<file path="src/rtl/motor_ctrl_pkg.sv">
// Shared definitions for the motor control blocks.
// - motor_state_t : sequencer state encoding, as seen on the STATE status port.
// - MDU_*         : bit positions inside the MOD_DELAY_UMIN configuration word.
// - MDU_DEFAULT   : configuration word applied at reset (vector modulation).
// - pack_mdu      : assembles {MOD_SEL, DELAY_CFG, UMIN_CFG, 1'b0}.
package motor_ctrl_pkg;

  typedef enum logic [2:0] {
    IDLE       = 3'd0,
    RAMP       = 3'd1,
    RUN        = 3'd2,
    STOP_RAMP  = 3'd3,
    FAULTED_ST = 3'd4
  } motor_state_t;

  localparam int          MDU_MOD_SEL_BIT = 15;  // bit 15
  localparam int          MDU_DELAY_LSB   = 8;   // bits 14:8
  localparam int          MDU_UMIN_LSB    = 1;   // bits 7:1, bit 0 stays 0
  localparam logic [15:0] MDU_DEFAULT     = 16'h8000;

  function automatic logic [15:0] pack_mdu(input logic       mod_sel,
                                           input logic [6:0] delay_cfg,
                                           input logic [6:0] umin_cfg);
    logic [15:0] word;
    word                       = '0;
    word[MDU_MOD_SEL_BIT]      = mod_sel;
    word[MDU_DELAY_LSB +: 7]   = delay_cfg;
    word[MDU_UMIN_LSB +: 7]    = umin_cfg;
    return word;
  endfunction

endpackage

</file>
<file path="src/rtl/motor_tick_div.sv">
// Ramp prescaler: counts 0..DIV while enabled and pulses TICK for one cycle
// at the top of the count, then wraps. Held at 0 while disabled, so the first
// tick after enabling arrives DIV+1 cycles later.
// Ports:
//   CLK  - system clock
//   RST  - asynchronous active-high reset
//   EN   - run the counter (0 clears it)
//   DIV  - tick period minus one, in CLK cycles
//   TICK - one-cycle tick pulse
module motor_tick_div #(
  parameter int tick_div_bits = 16
) (
  input  logic                     CLK,
  input  logic                     RST,
  input  logic                     EN,
  input  logic [tick_div_bits-1:0] DIV,
  output logic                     TICK
);

  logic [tick_div_bits-1:0] count;

  // ">=" rather than "==" so that lowering DIV below the current count while
  // running wraps immediately instead of running the full counter range.
  assign TICK = EN && (count >= DIV);

  always_ff @(posedge CLK or posedge RST) begin
    if (RST) begin
      count <= '0;
    end else if (!EN || TICK) begin
      count <= '0;
    end else begin
      count <= count + tick_div_bits'(1);
    end
  end

endmodule

</file>
<file path="src/rtl/motor_ramp_sequencer.sv">
// Motor power ramp sequencer. Ramps POWER toward TARGET_POWER in RAMP_STEP
// increments on prescaler ticks, holds in RUN, ramps to zero on stop, and
// drops to zero immediately on FAULT.
// Ports:
//   CLK, RST                   - clock, asynchronous active-high reset
//   START, STOP, FAULT         - level requests (priority FAULT > STOP > START)
//   FAULT_CLR                  - pulse, leaves FAULTED_ST when FAULT is low
//   TARGET_POWER, RAMP_STEP    - setpoint and per-tick step (0 acts as 1)
//   TICK_DIV                   - ramp tick period minus one
//   MOD_SEL, DELAY_CFG, UMIN_CFG - drive config, sampled only in IDLE
//   POWER, MOD_DELAY_UMIN      - registered power command and config word
//   STATE, RUNNING, AT_SPEED, FAULTED - registered status
module motor_ramp_sequencer
  import motor_ctrl_pkg::*;
#(
  parameter int resolution_bits = 12,
  parameter int tick_div_bits   = 16
) (
  input  logic                       CLK,
  input  logic                       RST,
  input  logic                       START,
  input  logic                       STOP,
  input  logic                       FAULT,
  input  logic                       FAULT_CLR,
  input  logic [resolution_bits-1:0] TARGET_POWER,
  input  logic [7:0]                 RAMP_STEP,
  input  logic [tick_div_bits-1:0]   TICK_DIV,
  input  logic                       MOD_SEL,
  input  logic [6:0]                 DELAY_CFG,
  input  logic [6:0]                 UMIN_CFG,
  output logic [resolution_bits-1:0] POWER,
  output logic [15:0]                MOD_DELAY_UMIN,
  output logic [2:0]                 STATE,
  output logic                       RUNNING,
  output logic                       AT_SPEED,
  output logic                       FAULTED
);

  localparam int RW = resolution_bits + 1;

  motor_state_t               state_reg, state_next;
  logic [resolution_bits-1:0] power_reg, power_next;
  logic [15:0]                mdu_reg;
  logic                       running_reg, running_next;
  logic                       at_speed_reg, at_speed_next;
  logic                       faulted_reg, faulted_next;
  logic                       tick;
  logic                       stop_req;

  logic [RW-1:0]              step_ext, pow_ext, tgt_ext, up_sum, down_val;
  logic [resolution_bits-1:0] toward_target, toward_zero;

  motor_tick_div #(.tick_div_bits(tick_div_bits)) u_tick_div (
    .CLK  (CLK),
    .RST  (RST),
    .EN   (running_reg),
    .DIV  (TICK_DIV),
    .TICK (tick)
  );

  assign stop_req = STOP || !START;

  // Ramp arithmetic in one extra bit so the upward sum cannot wrap before
  // the clamp compares it with the target.
  always_comb begin
    step_ext      = (RAMP_STEP == 8'd0) ? RW'(1) : RW'(RAMP_STEP);
    pow_ext       = RW'(power_reg);
    tgt_ext       = RW'(TARGET_POWER);
    up_sum        = pow_ext + step_ext;
    down_val      = pow_ext - step_ext;
    toward_target = TARGET_POWER;
    if (pow_ext < tgt_ext) begin
      toward_target = (up_sum >= tgt_ext) ? TARGET_POWER : up_sum[resolution_bits-1:0];
    end else if (pow_ext > tgt_ext) begin
      toward_target = ((pow_ext - tgt_ext) <= step_ext) ? TARGET_POWER
                                                        : down_val[resolution_bits-1:0];
    end
    toward_zero = (pow_ext <= step_ext) ? '0 : down_val[resolution_bits-1:0];
  end

  // State register
  always_ff @(posedge CLK or posedge RST) begin
    if (RST) begin
      state_reg <= IDLE;
    end else begin
      state_reg <= state_next;
    end
  end

  // Next state and next power
  always_comb begin
    state_next = state_reg;
    power_next = power_reg;
    case (state_reg)
      IDLE: begin
        if (START && !STOP) state_next = RAMP;
      end
      RAMP: begin
        if (stop_req) begin
          state_next = STOP_RAMP;
        end else begin
          if (power_reg == TARGET_POWER) state_next = RUN;
          if (tick) power_next = toward_target;
        end
      end
      RUN: begin
        if (stop_req) state_next = STOP_RAMP;
        else if (power_reg != TARGET_POWER) state_next = RAMP;
      end
      STOP_RAMP: begin
        if (power_reg == '0) state_next = IDLE;
        else if (tick) power_next = toward_zero;
      end
      FAULTED_ST: begin
        power_next = '0;
        if (FAULT_CLR) state_next = IDLE;
      end
      default: begin
        state_next = IDLE;
        power_next = '0;
      end
    endcase
    if (FAULT) begin
      state_next = FAULTED_ST;
      power_next = '0;
    end
  end

  // Status decode from the next state so the registered flags line up with
  // the state register they describe.
  always_comb begin
    running_next  = (state_next == RAMP) || (state_next == RUN) ||
                    (state_next == STOP_RAMP);
    at_speed_next = (state_next == RUN);
    faulted_next  = (state_next == FAULTED_ST);
  end

  always_ff @(posedge CLK or posedge RST) begin
    if (RST) begin
      power_reg    <= '0;
      mdu_reg      <= MDU_DEFAULT;
      running_reg  <= 1'b0;
      at_speed_reg <= 1'b0;
      faulted_reg  <= 1'b0;
    end else begin
      power_reg    <= power_next;
      running_reg  <= running_next;
      at_speed_reg <= at_speed_next;
      faulted_reg  <= faulted_next;
      if (state_reg == IDLE) begin
        mdu_reg <= pack_mdu(MOD_SEL, DELAY_CFG, UMIN_CFG);
      end
    end
  end

  assign POWER          = power_reg;
  assign MOD_DELAY_UMIN = mdu_reg;
  assign STATE          = state_reg;
  assign RUNNING        = running_reg;
  assign AT_SPEED       = at_speed_reg;
  assign FAULTED        = faulted_reg;

endmodule

</file>
<file path="config.mk">
export PLATFORM = sky130hd
export DESIGN_NAME = motor_ramp_sequencer
export DESIGN_NICKNAME = d
export VERILOG_FILES = /design/src/rtl/motor_ctrl_pkg.sv /design/src/rtl/motor_tick_div.sv /design/src/rtl/motor_ramp_sequencer.sv
export SDC_FILE = /design/constraint.sdc
export NUM_CORES = 1
export LEC_CHECK = 0
export CAP_MARGIN = 20
export CORE_UTILIZATION = 54
export DETAILED_ROUTE_END_ITERATION = 8
export GPL_ROUTABILITY_DRIVEN = 0
export MAX_ROUTING_LAYER = met4
export PLACE_DENSITY = 0.82
export SLEW_MARGIN = 20
export SYNTH_ARGS = -nofsm -noshare
export SYNTH_HDL_FRONTEND = slang
export SYNTH_SLANG_ARGS = --single-unit
</file>
<file path="constraint.sdc">
create_clock -name CLK -period 5.01 [get_ports CLK]
set_clock_uncertainty 0.05 [all_clocks]
set_input_delay 0.7515 -clock CLK [delete_from_list [all_inputs] [get_ports CLK]]
set_output_delay 0.7515 -clock CLK [all_outputs]
set_load 0.005 [all_outputs]
</file>
# --- Word level (Yosys, flattened, before mapping) ---
# Cells that the tools add are included.
op_classes:
  n_reduce_logical: 14
  n_mux: 22
  n_eq_ne: 15
  magnitude_cmp: 6
  add_sub_neg: 4
op_table:
  columns: ["operator", "count"]
  rows:
  - ["$mux W12", 10]
  - ["$pmux W12 S3", 1]
  - ["$mux W3", 8]
  - ["$add A16 B1 Y16 const B", 1]
  - ["$ge A16 B16 Y1", 1]
  - ["$mux W16", 1]
  - ["$pmux W3 S5", 1]
  - ["$add A12 B8 Y13", 1]
  - ["$ge A13 B12 Y1", 1]
  - ["$le A13 B8 Y1", 1]
  - ["$sub A12 B12 Y13", 1]
  - ["$eq A12 B12 Y1", 1]
  - ["$eq A3 B2 Y1 const B", 4]
  - ["$gt A12 B12 Y1", 1]
  - ["$le A12 B8 Y1", 1]
  - ["$logic_not A12 Y1", 1]
  - ["$lt A12 B12 Y1", 1]
  - ["$ne A12 B12 Y1", 1]
  - ["$sub A12 B8 Y12", 1]
  - ["$logic_not A8 Y1", 1]
  - ["$mux W8", 1]
  - ["$eq A3 B1 Y1 const B", 2]
  - ["$eq A3 B3 Y1 const B", 2]
  - ["$ne A3 B2 Y1 const B", 2]
  - ["other kinds (8)", 15]
word_totals:
  out_inout_bits: 34
  input_bits: 57
  reg_bits: 49

# --- Logic depth before layout (Yosys ltp) ---
# Gate-level depths: netlist of the first run.
logic_depth:
  ltp_word: 10
  depth_mapped: 19
  depth_no_buf: 19

# --- Modules after synthesis ---
# From an unflattened synthesis of the first run, not the netlist that was laid out.
hier_totals:
  hier_cells: 559
  hier_area_um2: 4783.3
by_module_without_submodules:
  columns: ["mod", "cells_per_inst", "area_per_inst_um2", "n_inst"]
  rows:
  - ["motor_ramp_sequencer", 431, 3617.2, 1]
  - ["motor_tick_div", 128, 1166.1, 1]

# --- Least setup slack after synthesis of the first run ---
# OpenSTA, ideal clock, no wires.
synth_timing:
  kind: "input-to-reg"
  start: "input port RAMP_STEP[4]"
  end: "register power_reg[6], in the netlist POWER[6]"
  cell_stages: 17
  n_path_buf: 0
  setup_time_ps: 126
  t_arrival_ps: 4174
  path_slack_ps: 660
  cell_sequence: "nor4_1 a41o_1 ha_1 fa_1 nand2b_4 a21oi_4 o31ai_4 a21oi_2 and3_1 xor2_1 ha_1 a2111oi_0 a31oi_1 a311o_1 a21bo_4 nor2_4 a221o_1"
synth_via:
  elab_chain_len: 10
synth_lines:
  columns: ["item", "line", "text"]
  rows:
  - ["start, declared", "motor_ramp_sequencer.sv:26", "input logic [7:0] RAMP_STEP,"]
  - ["$logic_not A8 Y1", "motor_ramp_sequencer.sv:66", "step_ext = (RAMP_STEP == 8'd0) ? RW'(1) : RW'(RAMP_STEP);"]
  - ["$mux W8 *", "motor_ramp_sequencer.sv:66", null]
  - ["$add A12 B8 Y13, or another cell as far along", "motor_ramp_sequencer.sv:69", "up_sum = pow_ext + step_ext;"]
  - ["$ge A13 B12 Y1 or $mux W12 (tied branches)", "motor_ramp_sequencer.sv:73, motor_ramp_sequencer.sv:75", null]
  - ["$mux W12 (on tied branches)", "motor_ramp_sequencer.sv:73, motor_ramp_sequencer.sv:74", null]
  - ["$mux W12", "motor_ramp_sequencer.sv:72", "if (pow_ext < tgt_ext) begin"]
  - ["$mux W12", "motor_ramp_sequencer.sv:103", "if (tick) power_next = toward_target;"]
  - ["$mux W12", "motor_ramp_sequencer.sv:99", "if (stop_req) begin"]
  - ["$pmux W12 S3 *", "motor_ramp_sequencer.sv:94", "case (state_reg)"]
  - ["$mux W12 *", "motor_ramp_sequencer.sv:123", "if (FAULT) begin"]
  - ["end signal, assigned", "motor_ramp_sequencer.sv:146", "power_reg <= power_next;"]
  - ["end, declared", "motor_ramp_sequencer.sv:42", "logic [resolution_bits-1:0] power_reg, power_next;"]
# Mark *: on every way between the ends. The rest lies on a longest branch, timed or not. The select of a mux whose other input is x is not followed.
# A chain may end at the register's enable or synchronous reset.

# --- Final worst setup path of the first run ---
layout_timing:
  start: "input port RAMP_STEP[6]"
  end: "register power_reg[7], in the netlist POWER[7]"
# The elaborated chain is that of the path after synthesis.

==> summary.txt, run 1 <==
Routing
  • Via count: 4422
  • Via-to-Cell Ratio: 5.90
  • DR DRC count: 0
  • Antenna Nets Post-Route: 0
  • WL per Instance: 16.7 um
  • DRT Wirelength: 12500 um
  • DR pass1 iterations: 5
  • 1st-iter DRT viols: 198

Cells and area
  • Area grow syn2layout: 26.6%
  • Filler cells: 636
  • Finished Layout Cells: 750
  • Most frequent cells in the layout: clkdlybuf4s50_1 (89), ha_1 (63), inv_1 (56)
  • Share of cells above drive strength 1: 0.145
  • Ant. Diodes: 0
  • Nets: 766
  • Most common cell after layout, fill and taps aside: clkdlybuf4s50_1
  • Design area: 6150 um^2
  • Final core utilization: 0.706

Timing
  • Fmax: 207 MHz
  • Period utilisation layout: 0.964
  • Max Slew Vio Count: 0
  • PnR worst setup slack: 0.179 ns
  • Setup TNS: 0 ns
  • Final min period: 4.83 ns
  • Worst slew margin: 0.432
  • Final setup violation count: 0
  • Least-Margin Pin Slew: 0.852 ns
  • Hold Vio Cnt, Final: 0
  • Min Hold Slack: 0.460 ns

Worst setup path
  • Critical path startpoint category: primary input
  • Worst Path Required: 5.15 ns
  • CP delay by family, top: compound AO/OA/AOI/OAI gates
  • Setup Crit Path Kind: primary input to flip-flop
  • Setup crit end kind: flip-flop
  • Crit-path slowest cell: clkdlybuf4s50_1
  • CP arrival: 4.97 ns
  • Cell Chain, Critical Path: clkdlybuf4s50_1, nor4_2, buf_4, a41o_1, ha_4, fa_2, nand2b_4, a21oi_4, o31ai_4, a21oi_2, and3_4, xor2_2, ha_1, a2111oi_2, a31oi_1, a311o_1, a21bo_4, nor2_4, a221o_1
  • Crit Path Max Fanout: 10
  • Buffers and inverters on the worst path: 2
  • Critical path's largest stage delay: 0.43 ns

Synth
  • Total nets after synthesis: 666
  • Sequential area share after synthesis: 0.252
  • Mean Syn Cell Area: 8.99 um^2
  • Mapped Area: 4860 um^2
  • Cells after synthesis: 541
  • Ys Warns: 0
  • Async S/R FF share, synth: 1.00
  • Ys flop type: dfrtp_1
  • Number of synthesized flops with an enable pin: 0
  • Library cells used by synthesis: 75
  • Flops & latches, synth: 49

Pwr
  • Pwr dens: 169 nW/um^2
  • Leakage: 2.86 nW
  • Design Power: 1.04 mW
  • Max VDD drop: 0.185 mV

Floorplan
  • Core area: 8720 um^2
  • Initial Util: 0.558
  • Rows: 34
  • Die W: 96.9 um
  • Die ar.: 9390 um^2
  • Die height: 96.9 um
  • I/O pin total: 91

Run
  • Max-cap violations: 0

Run status
  • Status: finished, final reports clean

Placement
  • Inst Count DP: 741
  • Place WS: -0.271 ns
  • Port-buffer cells: 89
  • Placed standard-cell area: 5960 um^2
  • Final HPWL DP: 10000 um

Global route
  • First-pass GRT wire length: 20900 um
  • Initial antenna violation count: 0
  • Total global-route track usage: 0.277
  • Largest net degree at the start of global routing: 50
  • Vias in the first global route: 4408
  • Grt total ovfl: 0

Clock tree
  • H-Tree Level Count: 2
  • CTS root buffer: clkbuf_8
  • CTS sink count: 49
  • Inserted Clock Buffers: 5
  • Clk buf depth: 2
  • Skew-Pair Late Insertion Delay: 0.31 ns
  • Hold_buf cts: 0
  • CTS tree: done
  • Reg clk slew, reported paths: 0.09 ns

Hold path
  • HP Class: flip-flop to flip-flop
==> flip-flops by register name (all words and copies together), names as in the netlist <==
signal            flops
FAULTED               1
POWER                12
RUNNING               1
STATE                 3
MOD_DELAY_UMIN       15
AT_SPEED              1
u_tick_div.count     16
==> power by group <==
group	switching [mW]	total [mW]	internal, mW
sequential	0.0147	0.434	0.419
combinational	0.119	0.270	0.151
clock	0.140	0.338	0.198
==> synthesized netlist by cell type, types with 2 or more instances <==
library cell | count | area, um^2
ha_1 | 65 | 813
a21o_1 | 7 | 52.6
a22o_1 | 9 | 78.8
a211oi_2 | 3 | 37.5
xnor2_1 | 15 | 131
nor3_1 | 10 | 50.1
o21ai_0 | 20 | 100
nand4_1 | 6 | 37.5
o21a_1 | 5 | 37.5
inv_1 | 57 | 214
nor2b_1 | 6 | 37.5
a21oi_2 | 3 | 26.3
buf_2 | 3 | 15.0
a211oi_1 | 4 | 30.0
clkbuf_1 | 10 | 37.5
nand3_1 | 13 | 65.1
a31oi_1 | 4 | 25.0
o22ai_1 | 2 | 12.5
a221oi_1 | 2 | 17.5
nor2_2 | 2 | 12.5
dfrtp_1 | 48 | 1200
nor3b_1 | 2 | 15.0
nand2_1 | 28 | 105
o21ai_1 | 3 | 15.0
nor4_1 | 5 | 31.3
buf_4 | 4 | 30.0
a22oi_1 | 2 | 15.0
nand2b_4 | 2 | 27.5
mux2_2 | 16 | 180
or3_1 | 3 | 18.8
a21oi_1 | 31 | 155
buf_6 | 3 | 33.8
o211ai_1 | 6 | 45.0
nand2b_1 | 9 | 56.3
a221o_1 | 11 | 110
or2_2 | 4 | 25.0
nor2_1 | 46 | 173
and3_1 | 9 | 56.3
a21o_2 | 2 | 17.5
fa_1 | 3 | 60.1
xor2_1 | 24 | 210
==> kinds of logic (layout without fill, tap and decap cells) <==
logic type | Yosys count | in the layout | share of synthesized area
compound gates | 133 | 133 | 0.213
xor+xnor | 39 | 39 | 0.0703
fa+ha+maj | 68 | 68 | 0.180
buf+inv | 77 | 178 | 0.0679
flops | 49 | 49 | 0.252
mux | 17 | 17 | 0.0391
other cells | 1 | 1 | 0.000771
simple gates | 157 | 157 | 0.177
==> worst reg2reg max path, cell delays in order, from the launching register on <==
cell and delay (ns):
dfrtp_1 0.50, ha_2 0.38, a21oi_1 0.16, nand2_1 0.12, a21o_1 0.20, a21o_2 0.22, a21oi_1 0.15, nor2b_1 0.06
o31a_1 0.25, ha_1 0.33, nand4_1 0.09, or2_2 0.29, o211ai_1 0.12, and3_1 0.21, nand4_2 0.19, a41oi_2 0.29
nor3_4 0.11, a221o_1 0.34
==> what timing repair did <==
item                       in CTS  in global routing
buffers inserted                0                  1
setup endpoints to repair       0                 12
gates resized for setup         0                 11
==> worst paths after layout <==
| check | to | from | slack, ns | cells past startpoint |
|---|---|---|---|---|
| max | POWER[7] | RAMP_STEP[6] | 0.18 | 19 |
| min reg2reg | MOD_DELAY_UMIN[14] | MOD_DELAY_UMIN[14] | 0.46 | 1 |
| min in group asynchronous | u_tick_div.count[11] | RST | 0.84 | 2 |
| max in group asynchronous | STATE[1] | RST | 3.55 | 2 |
| max reg2reg | POWER[7] | POWER[2] | 0.83 | 17 |
| min | MOD_DELAY_UMIN[14] | MOD_DELAY_UMIN[14] | 0.46 | 1 |
==> per-layer routing <==
layer,global-route usage,share of wire,vias to the layer above
met1,0.351,0.43,2136
met2,0.458,0.50,134
met5,-,0,-
li1,-,-,2123
met4,0.0861,0.023,0
met3,0.0383,0.047,29
==> cell type report <==
cell class,instances,area [um^2],share of cell area
repair buffers,113,1070,0.174
clock inverters,3,65.1,0.0106
flip-flops and latches,49,1230,0.199
inverters,57,215,0.0350
multi-input cells,415,3370,0.548
well taps,108,135,0.0220
clock buffers,5,68.8,0.0112
No activity file was read; power rests on OpenSTA's default activity.
==> run 2, diff against run 1 <==
--- a/config.mk
+++ b/config.mk
@@ -7,6 +7,7 @@
 export LEC_CHECK = 0
 export CAP_MARGIN = 20
 export CORE_UTILIZATION = 54
+export CTS_CLUSTER_DIAMETER = 30
 export DETAILED_ROUTE_END_ITERATION = 8
 export GPL_ROUTABILITY_DRIVEN = 0
 export MAX_ROUTING_LAYER = met4
==> results of run 2 <==
The final DEF is identical to that of run 1; final timing and power are the same.
==> run 3, diff against run 2 <==
--- a/config.mk
+++ b/config.mk
@@ -6,12 +6,14 @@
 export NUM_CORES = 1
 export LEC_CHECK = 0
 export CAP_MARGIN = 20
-export CORE_UTILIZATION = 54
+export CELL_PAD_IN_SITES_DETAIL_PLACEMENT = 0
+export CELL_PAD_IN_SITES_GLOBAL_PLACEMENT = 1
+export CORE_UTILIZATION = 44
 export CTS_CLUSTER_DIAMETER = 30
 export DETAILED_ROUTE_END_ITERATION = 8
 export GPL_ROUTABILITY_DRIVEN = 0
 export MAX_ROUTING_LAYER = met4
-export PLACE_DENSITY = 0.82
+export PLACE_DENSITY_LB_ADDON = 0.1
 export SLEW_MARGIN = 20
 export SYNTH_ARGS = -nofsm -noshare
 export SYNTH_HDL_FRONTEND = slang
==> constraint.sdc (replaced) <==
create_clock -name CLK -period 5.83 [get_ports CLK]
set_clock_uncertainty 0.05 [all_clocks]
set_input_delay 0.8745 -clock CLK [delete_from_list [all_inputs] [get_ports CLK]]
set_output_delay 0.8745 -clock CLK [all_outputs]
set_load 0.005 [all_outputs]
==> run 3 against run 2 <==
Effect of this change: sequential power down 14%; sequential cell count did not move; largest cell class unchanged; the flow now finishes with violations (design-rule violations); total power fell by 18%; critical endpoint is now POWER[2].
==> summary.txt, run 3 (synthesis gave the netlist of run 1 again) <==
Cells and area
  • Area grow syn2layout: 22.4%
  • Nets: 743
  • Max reg flops: 16
  • Ant. Diodes: 0
  • Area of the multi-input gates: 3320 um^2
  • Finished Layout Cells: 759
  • Biggest register: u_tick_div.count
  • Register Area: 1230 um^2
  • Filler cells: 1035
  • Most frequent cells in the layout: clkdlybuf4s50_1 (89), ha_1 (65), inv_1 (56)
  • Design area: 5950 um^2
  • Most common cell after layout, fill and taps aside: clkdlybuf4s50_1
  • Share of cells above drive strength 1: 0.0985

Run status
  • Violations in the final reports: design-rule violations
  • Status: finished with violations

Timing
  • Hold Vio Cnt, Final: 0
  • Final setup violation count: 0
  • Fmax: 195 MHz
  • Worst slew margin: 0.433
  • Final min period: 5.12 ns
  • RSZ-0062 raised after global routing: false
  • PnR worst setup slack: 0.709 ns
  • Least-Margin Pin Slew: 0.849 ns
  • Min Hold Slack: 0.461 ns
  • Setup TNS: 0 ns
  • Max Slew Vio Count: 0
  • Period utilisation layout: 0.878

Floorplan
  • Initial Util: 0.450
  • Die ar.: 11500 um^2
  • I/O pin total: 91
  • Core area: 10800 um^2
  • Die W: 107 um
  • Rows: 38
  • Die height: 107 um

Worst setup path
  • Reg2reg setup slack: 1.47 ns
  • Number of cells on the critical path: 18
  • Setup Crit Path Kind: primary input to flip-flop
  • Cell Chain, Critical Path: clkdlybuf4s50_1, nor4_1, a41o_1, ha_1, fa_1, nand2b_4, a21oi_4, o31ai_4, a21oi_2, and3_1, xor2_1, ha_1, a2111oi_0, a31oi_1, a311o_1, a21bo_4, nor2_4, a221o_1
  • Setup crit end kind: flip-flop
  • Crit-path slowest cell: clkdlybuf4s50_1
  • Worst r2r path cells: 17
  • Buffers and inverters on the worst path: 1
  • CP arrival: 5.26 ns
  • Setup crit start: RAMP_STEP[4]
  • Critical path's largest stage delay: 0.47 ns
  • Worst R2R Start: POWER[2]
  • R2r endpoint: POWER[2]
  • Crit Path Max Fanout: 10
  • Worst Path Required: 5.97 ns
  • Worst Setup EP: POWER[2]
  • Critical path startpoint category: primary input
  • CP delay by family, top: compound AO/OA/AOI/OAI gates
  • Most numerous cell on the critical path: ha_1

Clock tree
  • Reg clk slew, reported paths: 0.09 ns
  • Post-CTS Resized: 0
  • Clk buf depth: 2
  • Hold_buf cts: 0
  • H-Tree Level Count: 2
  • CTS tree: done
  • Setup bufs post-CTS: 0
  • CTS sink count: 49
  • Skew-Pair Late Insertion Delay: 0.30 ns
  • CTS root buffer: clkbuf_8
  • Inserted Clock Buffers: 5

Global route
  • Initial antenna violation count: 0
  • Largest net degree at the start of global routing: 50
  • Vias in the first global route: 4273
  • Grt total ovfl: 0
  • Total global-route track usage: 0.235
  • First-pass GRT wire length: 20800 um

Routing
  • Via-to-Cell Ratio: 5.50
  • DRT Wirelength: 12400 um
  • Antenna Nets Post-Route: 0
  • DR DRC count: 2
  • 1st-iter DRT viols: 187
  • Via count: 4173
  • DR pass1 iterations: 6
  • WL per Instance: 16.3 um

Pwr
  • Leakage: 2.74 nW
  • Pwr dens: 143 nW/um^2
  • Max VDD drop: 0.114 mV

Placement
  • Placed standard-cell area: 5820 um^2
  • Port-buffer cells: 89
  • Inst Count DP: 751
  • Place WS: 0.407 ns
  • Final HPWL DP: 10200 um

Run
  • Max-cap violations: 0

Hold path
  • HP Class: flip-flop to flip-flop
-- run 3: cell types whose count changed in the layout (fill, tap and decap cells not counted), sizes merged --
cell,delta
buf,-23
bufinv,-1
clkbuf,+1
clkinv,-1
clkinvlp,+1
-- run 3: cell type report --
type / count / area share
clock buffer: 6 / 0.0139
clock inverter: 2 / 0.00631
inverter: 57 / 0.0362
multi-input combinational: 415 / 0.557
sequential: 49 / 0.206
tap: 140 / 0.0294
timing repair buffer: 90 / 0.151
-- run 3: worst min path at each step --
stage	endpoint	startpoint	cells after the start	slack (ns)
after floorplan	u_tick_div.count[0]	u_tick_div.count[0]	1	0.43
after global placement	MOD_DELAY_UMIN[6]	MOD_DELAY_UMIN[6]	1	0.44
after detailed placement	MOD_DELAY_UMIN[8]	MOD_DELAY_UMIN[8]	1	0.45
after CTS	MOD_DELAY_UMIN[8]	MOD_DELAY_UMIN[8]	1	0.47
after global routing	MOD_DELAY_UMIN[1]	MOD_DELAY_UMIN[1]	1	0.48
final	MOD_DELAY_UMIN[8]	MOD_DELAY_UMIN[8]	1	0.46
-- run 3: metrics by stage --
step	total power [mW]	util
after CTS	0.858	0.551
after global routing	0.896	0.551
after global placement	0.598	0.540
after floorplan	0.492	-
after detailed placement	0.602	0.540
final	0.851	0.551
-- run 3: per-layer routing --
layer,GRT usage,wire [um],up-vias
met1,0.306,5930,2005
met4,0.0431,96,0
met5,-,0,-
li1,-,-,2082
met3,0.0310,377,8
met2,0.395,5960,78
-- run 3: worst register-to-register path: cells and delay by family, from the launching register on --
family	cells	cell delay, ns
compound gates	8	1.81
fa+ha+maj	2	0.75
flops	1	0.48
simple gates	7	1.16
-- run 3: where the power goes --
part	switching (mW)	internal, mW	total [mW]
clock	0.116	0.140	0.256
combinational	0.0985	0.124	0.222
sequential	0.0124	0.360	0.373
total	0.227	0.624	0.851
